File: config.mk
export PLATFORM = sky130hd
export DESIGN_NAME = sort_frame_loader
export DESIGN_NICKNAME = d
export VERILOG_FILES = /design/src/rtl/sort_pkg.sv /design/src/rtl/sort_frame_loader.sv
export SDC_FILE = /design/constraint.sdc
export NUM_CORES = 1
export LEC_CHECK = 0
export CAP_MARGIN = 20
export CORE_UTILIZATION = 50
export CTS_CLUSTER_SIZE = 28
export DETAILED_ROUTE_END_ITERATION = 8
export GPL_TIMING_DRIVEN = 0
export PLACE_DENSITY = 0.78
export SYNTH_ARGS = -nofsm -noshare
export SYNTH_HDL_FRONTEND = slang
export SYNTH_SLANG_ARGS = --single-unit
File: constraint.sdc
create_clock -name clk -period 2.1 [get_ports clk]
set_input_delay 0.42 -clock clk [delete_from_list [all_inputs] [get_ports clk]]
set_output_delay 0.42 -clock clk [all_outputs]
set_load 0.01 [all_outputs]
File: src/rtl/sort_pkg.sv
// Shared constants and types for the sort front end.
package sort_pkg;

  localparam int M     = 4;
  localparam int N     = 8;
  localparam int CNT_W = (M > 1) ? $clog2(M) : 1;

  localparam logic [N-1:0] PAD_VAL = '0;

  // A whole frame of padding, used to clear the fill buffer in one assignment.
  localparam logic [M-1:0][N-1:0] PAD_FRAME = {M{PAD_VAL}};

  typedef enum logic {
    FILL = 1'b0,
    DROP = 1'b1
  } state_e;

endpackage

File: src/rtl/sort_frame_loader.sv
// Collects up to M streamed samples into one frame for sort_top and emits it
// as a single-cycle pulse. Short frames are padded with PAD_VAL. An over-long
// frame is truncated to M samples, its tail is discarded, and o_ovf is raised.
//
// state | meaning
// FILL  | collecting samples of the current frame into the fill buffer
// DROP  | frame overflowed; discard beats up to and including s_last
module sort_frame_loader
  import sort_pkg::*;
(
  input  logic                   clk,
  input  logic                   rst_n,
  input  logic                   s_valid,
  output logic                   s_ready,
  input  logic [N-1:0]           s_data,
  input  logic                   s_last,
  input  logic                   i_flush,
  input  logic                   i_clr_err,
  output logic [M-1:0][N-1:0]    o_chi,
  output logic                   o_frame_valid,
  output logic [15:0]            o_frame_cnt,
  output logic                   o_ovf
);

  state_e                  state_q, state_d;
  logic [CNT_W-1:0]        cnt_q, cnt_d;
  logic [M-1:0][N-1:0]     buf_q, buf_d;
  logic [M-1:0][N-1:0]     chi_q, chi_d;
  logic                    fv_q, fv_d;
  logic [15:0]             fcnt_q, fcnt_d;
  logic                    ovf_q, ovf_d;
  logic                    beat_acc;
  logic                    slot_full;

  // Flush owns the cycle, so the loader refuses a beat while it is asserted.
  assign s_ready   = ~i_flush;
  assign beat_acc  = s_valid & s_ready;
  assign slot_full = (cnt_q == CNT_W'(M - 1));

  // Next-state and output logic: frame assembly, close, overflow handling.
  always_comb begin
    state_d = state_q;
    cnt_d   = cnt_q;
    buf_d   = buf_q;
    chi_d   = chi_q;
    fv_d    = 1'b0;
    fcnt_d  = fcnt_q;
    ovf_d   = ovf_q;

    if (i_clr_err) begin
      ovf_d = 1'b0;
    end

    if (i_flush) begin
      state_d = FILL;
      cnt_d   = '0;
      buf_d   = PAD_FRAME;
    end else if (beat_acc) begin
      case (state_q)
        FILL: begin
          if (s_last || slot_full) begin
            // Emit the buffer plus this beat; slots above it are still padding.
            chi_d        = buf_q;
            chi_d[cnt_q] = s_data;
            fv_d         = 1'b1;
            fcnt_d       = fcnt_q + 16'd1;
            cnt_d        = '0;
            buf_d        = PAD_FRAME;
            if (!s_last) begin
              // Setting the error takes priority over a same-cycle clear.
              state_d = DROP;
              ovf_d   = 1'b1;
            end
          end else begin
            buf_d[cnt_q] = s_data;
            cnt_d        = cnt_q + CNT_W'(1);
          end
        end
        DROP: begin
          if (s_last) begin
            state_d = FILL;
          end
        end
        default: state_d = FILL;
      endcase
    end
  end

  // State and output registers.
  always_ff @(posedge clk or negedge rst_n) begin
    if (!rst_n) begin
      state_q <= FILL;
      cnt_q   <= '0;
      buf_q   <= PAD_FRAME;
      chi_q   <= PAD_FRAME;
      fv_q    <= 1'b0;
      fcnt_q  <= '0;
      ovf_q   <= 1'b0;
    end else begin
      state_q <= state_d;
      cnt_q   <= cnt_d;
      buf_q   <= buf_d;
      chi_q   <= chi_d;
      fv_q    <= fv_d;
      fcnt_q  <= fcnt_d;
      ovf_q   <= ovf_d;
    end
  end

  assign o_chi         = chi_q;
  assign o_frame_valid = fv_q;
  assign o_frame_cnt   = fcnt_q;
  assign o_ovf         = ovf_q;

endmodule

=== After elaboration in Yosys (flattened, before gate mapping) ===
Cells that the tools add are included.

* Output and inout bits: 51
* Register bits after elaboration: 85
* Input port bits: 14

* Muxes and demuxes: 26
* $add $sub $neg: 2
* Reductions and logical operators: 5
* Equal/unequal tests: 2
* Bitwise operators: 3
* Magnitude comparators: 2

{| class="wikitable"
|+ Operators with widths
! cell !! count
|-
| $mux 32 || 4
|-
| $bwmux 32 || 1
|-
| $add 16x1->16 const B || 1
|-
| $demux 8 s2 || 1
|-
| $mux 1 || 14
|-
| $mux 2 || 4
|-
| $mux 8 || 1
|-
| $reduce_and 4->1 || 1
|-
| $lt 2x3->1 const B || 1
|-
| $add 2x1->2 const B || 1
|-
| $eq 2x2->1 const B || 1
|-
| $ge 2x1->1 const B || 1
|-
| $ne 2x2->1 const B || 1
|-
| $not 1->1 || 2
|-
| $pmux 1 s2 || 1
|-
| $reduce_and 2->1 || 1
|-
| $reduce_bool 2->1 || 1
|-
| $and 1x1->1 || 1
|-
| $logic_and 1x1->1 || 1
|-
| $logic_or 1x1->1 || 1
|}

=== Logic depth before layout (Yosys ltp) ===
Gate-level depths: netlist (run 1).

* Word-level depth: 9
* Mapped depth: 6
* Depth with buffers taken out: 5

=== Least setup slack after synthesis (run 1) ===
No wires, ideal clock.

* Path type: input -> register
* From: input port i_flush
* To: register fcnt_q[6], in the netlist o_frame_cnt[6]
* Required time: 1,974 ps
* Arrival time: 1,630 ps
* Slack: 344 ps
* Path buffers: 1
* Stages: 4
* Path through: buf_6 -> or3b_4 -> or4_4 -> xnor2_2

* Word-level cells in the longest chain between the ends: 3

{| class="wikitable"
|+ RTL lines
! what !! line !! RTL
|-
| from (decl) || sort_frame_loader.sv:17 || <nowiki>input logic i_flush,</nowiki>
|-
| $not 1->1 (no source line) (*) || n/a ||
|-
| $and 1x1->1 || sort_frame_loader.sv:37 || <nowiki>assign beat_acc = s_valid & s_ready;</nowiki>
|-
| $reduce_and 4->1 (no source line) (*) || n/a ||
|-
| to (signal assigned) || sort_frame_loader.sv:105 || <nowiki>fcnt_q <= fcnt_d;</nowiki>
|-
| to (decl) || sort_frame_loader.sv:30 || <nowiki>logic [15:0] fcnt_q, fcnt_d;</nowiki>
|}

Mark *: on every way between the ends. The rest lies on a longest branch, timed or not.
A chain may end at the register's enable or synchronous reset.

=== Worst setup path in the final report (run 1) ===
* From: input port i_flush
* To: output port s_ready

* Word-level cells in the longest chain between the ends: 1

{| class="wikitable"
|+ RTL lines
! what !! line !! RTL
|-
| $not 1->1 (no source line) || n/a ||
|-
| to (decl) || sort_frame_loader.sv:14 || <nowiki>output logic s_ready,</nowiki>
|}

Every way passes these cells.

==> implementation parameters, run 1 <==
Parameter                              Value

Status
  Result of the run    complete, no violations

Synthesis
  Dominant combinational cell family by area after synthesis    simple AND/OR/NAND/NOR gates
  Mean instance size in the synthesized netlist    11.67 sq um
  Multiplexer area fraction after synthesis    0.08883
  Post-Synth Simple-Gate Area    0.1239
  XOR/XNOR Fraction of Synth Area    0.03851
  Fraction of the mapped netlist area in compound gates    0.1173
  Number of distinct standard cells referenced by the synthesized netlist    30
  Gate count of the mapped netlist    309
  Sequential share of the synthesized area    0.5899
  Seq cells post-synth    85
  Net count after synthesis    328
  Yosys warns    0
  Syn Std Cell Area    3606 sq um
  Adder and majority cell fraction of the synthesized area    0.01735

Critical path
  Kind of end point of the critical path    output port
  Critical Setup Path Class    in2out
  Cell breakdown of the critical path    clkdlybuf4s50_1, buf_6, inv_1, clkdlybuf4s50_1
  Data arrival time of the worst path    1.64 ns
  Critical Path Start Type    input pin
  Critical path's most frequent cell    clkdlybuf4s50_1
  Buffering stage count on the worst path with inverters included    4
  Setup slack of the most critical reg-to-reg path    0.20 ns
  Delay contributed by the slowest stage of the critical path    0.52 ns
  CP delay by family, top    buffers and inverters
  Required time of the worst setup path    1.68 ns
  Worst Path Max Fanout    10
  Worst path slowest cell    clkdlybuf4s50_1

Worst hold path
  Worst hold-check path type    in2async

Detailed routing
  DR DRC count    0
  Wire length per cell    16.22 microns
  Vias    2633
  Detail Route Antenna Nets    0
  Total length of routed wires    7885 microns
  Drt first pass iters    4
  Violation count after the first detailed-route iteration    142
  Via-to-Cell Ratio    5.418

Floorplanning
  DIE WIDTH    86.93 microns
  Starting density of the core    0.5250
  Num rows    30
  Number of top-level design ports    65
  Die Footprint    7556 sq um
  Y dimension of the die    86.93 microns
  Area of the core    6869 sq um

Finish
  Fraction of final layout cells with drive strength greater than 1    0.09487
  Non-filler instance count after layout    486
  Count of inserted antenna diode cells    0
  Net count, final    404
  Area delta synth->final    28.24%
  Final core utilization    0.6732
  Leading cell types in the layout, fill and taps excluded    dfrtp_1 (85), clkdlybuf4s50_1 (63), nand2_1 (45)
  Most common cell after layout, fill and taps aside    dfrtp_1

Power and ir drop
  Cell Pwr Density    764.1 nW/um^2
  Worst IR Drop VDD    0.0004208 V
  Reported leakage power    0.002060 uW
  PnR Total Power    3534 uW

STA
  Worst slew margin    0.5725
  Transition time of the tightest slew-check pin    0.6412 ns
  Number of endpoints failing setup at the final stage    0
  Setup TNS    0 ns
  Final worst-path cycle share    0.9795
  Max-slew violations    0
  Unrepaired setup endpoints after global routing    false
  Maximum clock frequency    486.2 MHz
  Worst Skew    0.01432 ns
  Final hold viol count    0
  Min Tclk post-route    2.057 ns

Clocking
  # H-tree levels    3
  Maximum buffer depth of the clock tree    2
  Cell at the root of the clock tree    clkbuf_8
  Clk Latency, worst-skew pair    0.36 ns
  Clock buffers created by TritonCTS    9
  TritonCTS Sinks    85
  TritonCTS clock tree    built
  Post-CTS Repair Setup Buffers    0
  Reg clk slew, reported paths    0.09 ns

Global route
  Wire length of the first global-routing pass    12770 microns
  Maximum number of pins on one net before global-route repair    46
  Total congestion overflow after global routing    0
  Via count of the first global-routing pass    2483
  Antenna violations before repair    0
  Total routing resource utilization after global routing    0.2262

Flow run
  Maximum capacitance violations    0

Placed design
  Estimated wirelength of the detail-placed design    5411 microns
  Gpl congestion    0.7967
  I/O Buffers    64
  Cell total after placement    470
==> sequential cells by signal (all words and copies together) (netlist names) <==
| signal | cells |
|---|---|
| buf_q | 32 |
| o_frame_cnt | 16 |
| o_frame_valid | 1 |
| o_chi | 32 |
| cnt_q | 2 |
| o_ovf | 1 |
| state_q | 1 |
==> cell families after synthesis <==
family          Yosys count
simple gates             86
flops                    85
compound gates           66
mux                      32
buf+inv                  20
xor+xnor                 15
fa+ha+maj                 5
==> path summary, 6_finish.rpt <==
kind,start,cells after the start,end
min in group clk,o_chi[13]$_DFFE_PN0P_,2,o_chi[13]$_DFFE_PN0P_
max in group asynchronous,rst_n,2,o_ovf$_DFF_PN0_
setup / recovery,i_flush,4,s_ready
setup reg to reg,cnt_q[0]$_DFFE_PN0P_,5,o_chi[27]$_DFFE_PN0P_
hold / removal,rst_n,1,o_chi[13]$_DFFE_PN0P_
hold reg to reg,o_chi[13]$_DFFE_PN0P_,2,o_chi[13]$_DFFE_PN0P_
==> per-layer routing <==
metal  part of all wire  routed length (microns)  vias to the layer above  global-route usage
li1                   -                        -                     1234                   -
met1               0.47                     3729                     1327              0.3327
met2               0.47                     3704                       61              0.3407
met3              0.039                      310                       11             0.03128
met4              0.018                      140                        0             0.08939
met5                  0                        0                        -                   0
==> cells in the mapped netlist, drive strengths merged <==
master	number	area share
buf	7	0.011
nor2	4	0.0042
or4	1	0.0031
and2	8	0.014
mux2i	32	0.089
clkbuf	8	0.0083
or3	3	0.0052
nor3b	1	0.0021
o21ai	35	0.049
nand3	8	0.011
dfrtp	85	0.59
xnor2	13	0.034
a21oi	6	0.0083
and3	7	0.012
ha	5	0.017
nand2	45	0.047
or3b	1	0.0031
xor2	2	0.0049
a211oi	1	0.0021
nor4	3	0.014
nand2b	1	0.0017
nor2b	1	0.0017
inv	5	0.0052
nand4	3	0.0052
a22o	24	0.058
==> power by group <==
part / internal (uW) / total [uW] / switching, uW
sequential: 1730 / 1820 / 90.6
combinational: 256 / 517 / 261
clock: 590 / 1200 / 609
==> through the flow <==
stage | hold slack (ns) | area (sq um) | setup slack, ns
floorplan | 0.1244 | 3606 | 0.3436
global placement | 0.4617 | 4367 | -2.386
detailed placement | 0.4434 | 4392 | -0.4397
CTS | 0.06111 | 4609 | 0.01579
global route | 0.08897 | 4624 | 0.01540
finish | 0.03837 | 4624 | 0.04308
==> area by class of cell <==
class                   count  area, sq um
plain buffers              15        73.82
clock buffers              10        137.6
clock inverters             6        71.32
fillers                   505         2245
inverters                   5        18.77
multi-input cells         204         1410
flip-flops and latches     85         2127
well taps                  96        120.1
repair buffers             65        665.6
==> what timing repair did <==
item | 4_1_cts | 5_1_grt
hold buffers | 0 | 0
setup endpoints to repair | 32 | 49
resized for setup | 4 | 6
Power figures use the tool's default switching activity.
==> run 2: changes to the inputs <==
--- a/config.mk
+++ b/config.mk
@@ -6,10 +6,12 @@
 export NUM_CORES = 1
 export LEC_CHECK = 0
 export CAP_MARGIN = 20
+export CORE_ASPECT_RATIO = 0.6
 export CORE_UTILIZATION = 50
 export CTS_CLUSTER_SIZE = 28
 export DETAILED_ROUTE_END_ITERATION = 8
 export GPL_TIMING_DRIVEN = 0
+export HOLD_SLACK_MARGIN = 0.12
 export PLACE_DENSITY = 0.78
 export SYNTH_ARGS = -nofsm -noshare
 export SYNTH_HDL_FRONTEND = slang
==> constraint.sdc (replaced) <==
create_clock -name clk -period 2.6 [get_ports clk]
set_input_delay 0.52 -clock clk [delete_from_list [all_inputs] [get_ports clk]]
set_output_delay 0.52 -clock clk [all_outputs]
set_load 0.01 [all_outputs]
==> implementation parameters, run 2 (synthesized netlist as in run 1, its figures left out) <==
Parameter                              Value

Finish
  Multi-input gate area    1391 sq um
  Footprint of the flip-flops and latches    2127 sq um
  Fraction of final layout cells with drive strength greater than 1    0.07161
  Area delta synth->final    31.33%
  Count of inserted antenna diode cells    0
  Most common cell after layout, fill and taps aside    dfrtp_1
  Net count, final    405
  Number of fill cells    521
  Leading cell types in the layout, fill and taps excluded    dfrtp_1 (85), clkdlybuf4s50_1 (63), nand2_1 (45)

Global route
  Via count of the first global-routing pass    2548
  Global Route met2 Usage    0.3540
  Layer carrying the most global-route usage    met2
  Wire length of the first global-routing pass    13590 microns
  Met3 Use GR    0.06643
  Maximum number of pins on one net before global-route repair    72
  Total routing resource utilization after global routing    0.2419
  Total congestion overflow after global routing    0
  Antenna violations before repair    0
  Met1 routing resource usage after global routing    0.3505

Clocking
  Quantity of gates resized following cts    0
  Clock buffers created by TritonCTS    9
  TritonCTS Sinks    85
  Maximum buffer depth of the clock tree    2
  # H-tree levels    3
  TritonCTS clock tree    built
  Cell at the root of the clock tree    clkbuf_16
  Clk Latency, worst-skew pair    0.33 ns
  Reg clk slew, reported paths    0.06 ns
  Post-CTS Repair Setup Buffers    0
  Number of hold buffers added after CTS    1

Flow run
  Maximum capacitance violations    0

STA
  Transition time of the tightest slew-check pin    0.8619 ns
  Worst Skew    0.004303 ns
  Worst slew margin    0.4254
  Final hold viol count    0
  Final worst-path cycle share    0.9042
  Max-slew violations    0
  Min Tclk post-route    2.351 ns
  Number of endpoints failing setup at the final stage    0
  Maximum clock frequency    425.4 MHz
  Post-route worst hold slack    0.4676 ns
  Unrepaired setup endpoints after global routing    false
  Setup slack of the critical path after layout    0.2491 ns

Power and ir drop
  Worst IR Drop VDD    0.0004878 V
  Reported leakage power    0.002125 uW
  PnR Total Power    3337 uW
  Cell Pwr Density    704.7 nW/um^2

Critical path
  Worst path slowest cell    clkdlybuf4s50_1
  Critical Setup Path Class    in2reg
  Worst Path Max Fanout    10
  Buffering stage count on the worst path with inverters included    3
  Required time of the worst setup path    2.79 ns
  Critical path's most frequent cell    clkbuf_1
  Kind of end point of the critical path    register
  Setup slack of the most critical reg-to-reg path    0.33 ns
  Cell breakdown of the critical path    clkdlybuf4s50_1, nor3b_1, o21ai_1, clkbuf_1, clkbuf_1, nand2_1, o21ai_0
  Data arrival time of the worst path    2.55 ns
  Critical Path Start Type    input pin
  CP delay by family, top    buffers and inverters
  Delay contributed by the slowest stage of the critical path    0.56 ns

Floorplanning
  Y dimension of the die    67.78 microns
  DIE WIDTH    111.6 microns
  Number of top-level design ports    65
  Num rows    23
  Die Footprint    7567 sq um
  Starting density of the core    0.5287
  Area of the core    6820 sq um

Detailed routing
  Total length of routed wires    8262 microns
  Detail Route Antenna Nets    0
  DR DRC count    4
  Vias    2666
  Via-to-Cell Ratio    5.577
  Drt first pass iters    7
  Violation count after the first detailed-route iteration    226
  Wire length per cell    17.28 microns

Placed design
  Estimated wirelength of the detail-placed design    5518 microns
  I/O Buffers    64
  Gpl congestion    0.7653
  Worst-case setup slack after placement    -0.06752 ns

Worst hold path
  Worst hold-check path type    reg2reg

Status
  Result of the run    complete, but fails checks
  Violated checks    design-rule violations
[run 2: cell types whose count changed in the layout (fill, tap and decap cells not counted), sizes merged]
cell         previous run  this run
bufinv                  1         2
clkbuf                 18        21
clkinv                  2         1
clkinvlp                2         0
dlygate4sd3             0         1
inv                     6         5
[run 2: final timing paths]
kind / cells past startpoint / start / to
worst max register to register: 6 / cnt_q[0]$_DFFE_PN0P_ / buf_q[23]$_DFFE_PN0P_
max in group asynchronous: 3 / rst_n / o_chi[7]$_DFFE_PN0P_
worst max-delay path: 7 / s_valid / o_chi[7]$_DFFE_PN0P_
worst min-delay path: 1 / o_frame_cnt[15]$_DFFE_PN0P_ / o_frame_cnt[15]$_DFFE_PN0P_
min in group asynchronous: 2 / rst_n / o_chi[10]$_DFFE_PN0P_
worst min register to register: 1 / o_frame_cnt[15]$_DFFE_PN0P_ / o_frame_cnt[15]$_DFFE_PN0P_
[run 2: report_power, final]
part,switching [uW],internal (uW)
Sequential,76.0,1400
Clock,501,945
Combinational,212,206
Total,789,2550
[run 2: stage by stage]
stage / utilization / area [sq um] / setup TNS [ns] / instances
2_1_floorplan: - / 3606 / 0 / 309
3_3_place_gp: 0.6386 / 4355 / -169.02 / 460
3_5_place_dp: 0.6423 / 4380 / -0.8982 / 461
4_1_cts: 0.6944 / 4736 / 0 / 478
5_1_grt: 0.6944 / 4736 / 0 / 478
6_report: 0.6944 / 4736 / 0 / 478
[run 2: worst register-to-register path, cell delays in order, from the launching register on]
cell and delay [ns]:
dfrtp_1 0.41, inv_1 0.10, ha_1 0.19, buf_2 0.22, or3_1 0.33, a21oi_1 0.70
a22o_1 0.26
[run 2: area by class of cell]
cell class	count	area share
Buffer	15	0.01453
Tap cell	87	0.02299
Inverter	5	0.003963
Multi-Input combinational cell	204	0.2938
Timing Repair Buffer	66	0.1427
Clock inverter	3	0.01374
Sequential cell	85	0.4491
Clock buffer	13	0.05918
[run 2: metal layers]
metal,part of all wire,up-vias
met2,0.43,100
met5,0,-
met3,0.078,7
met4,0.0094,0
li1,-,1234
met1,0.48,1325
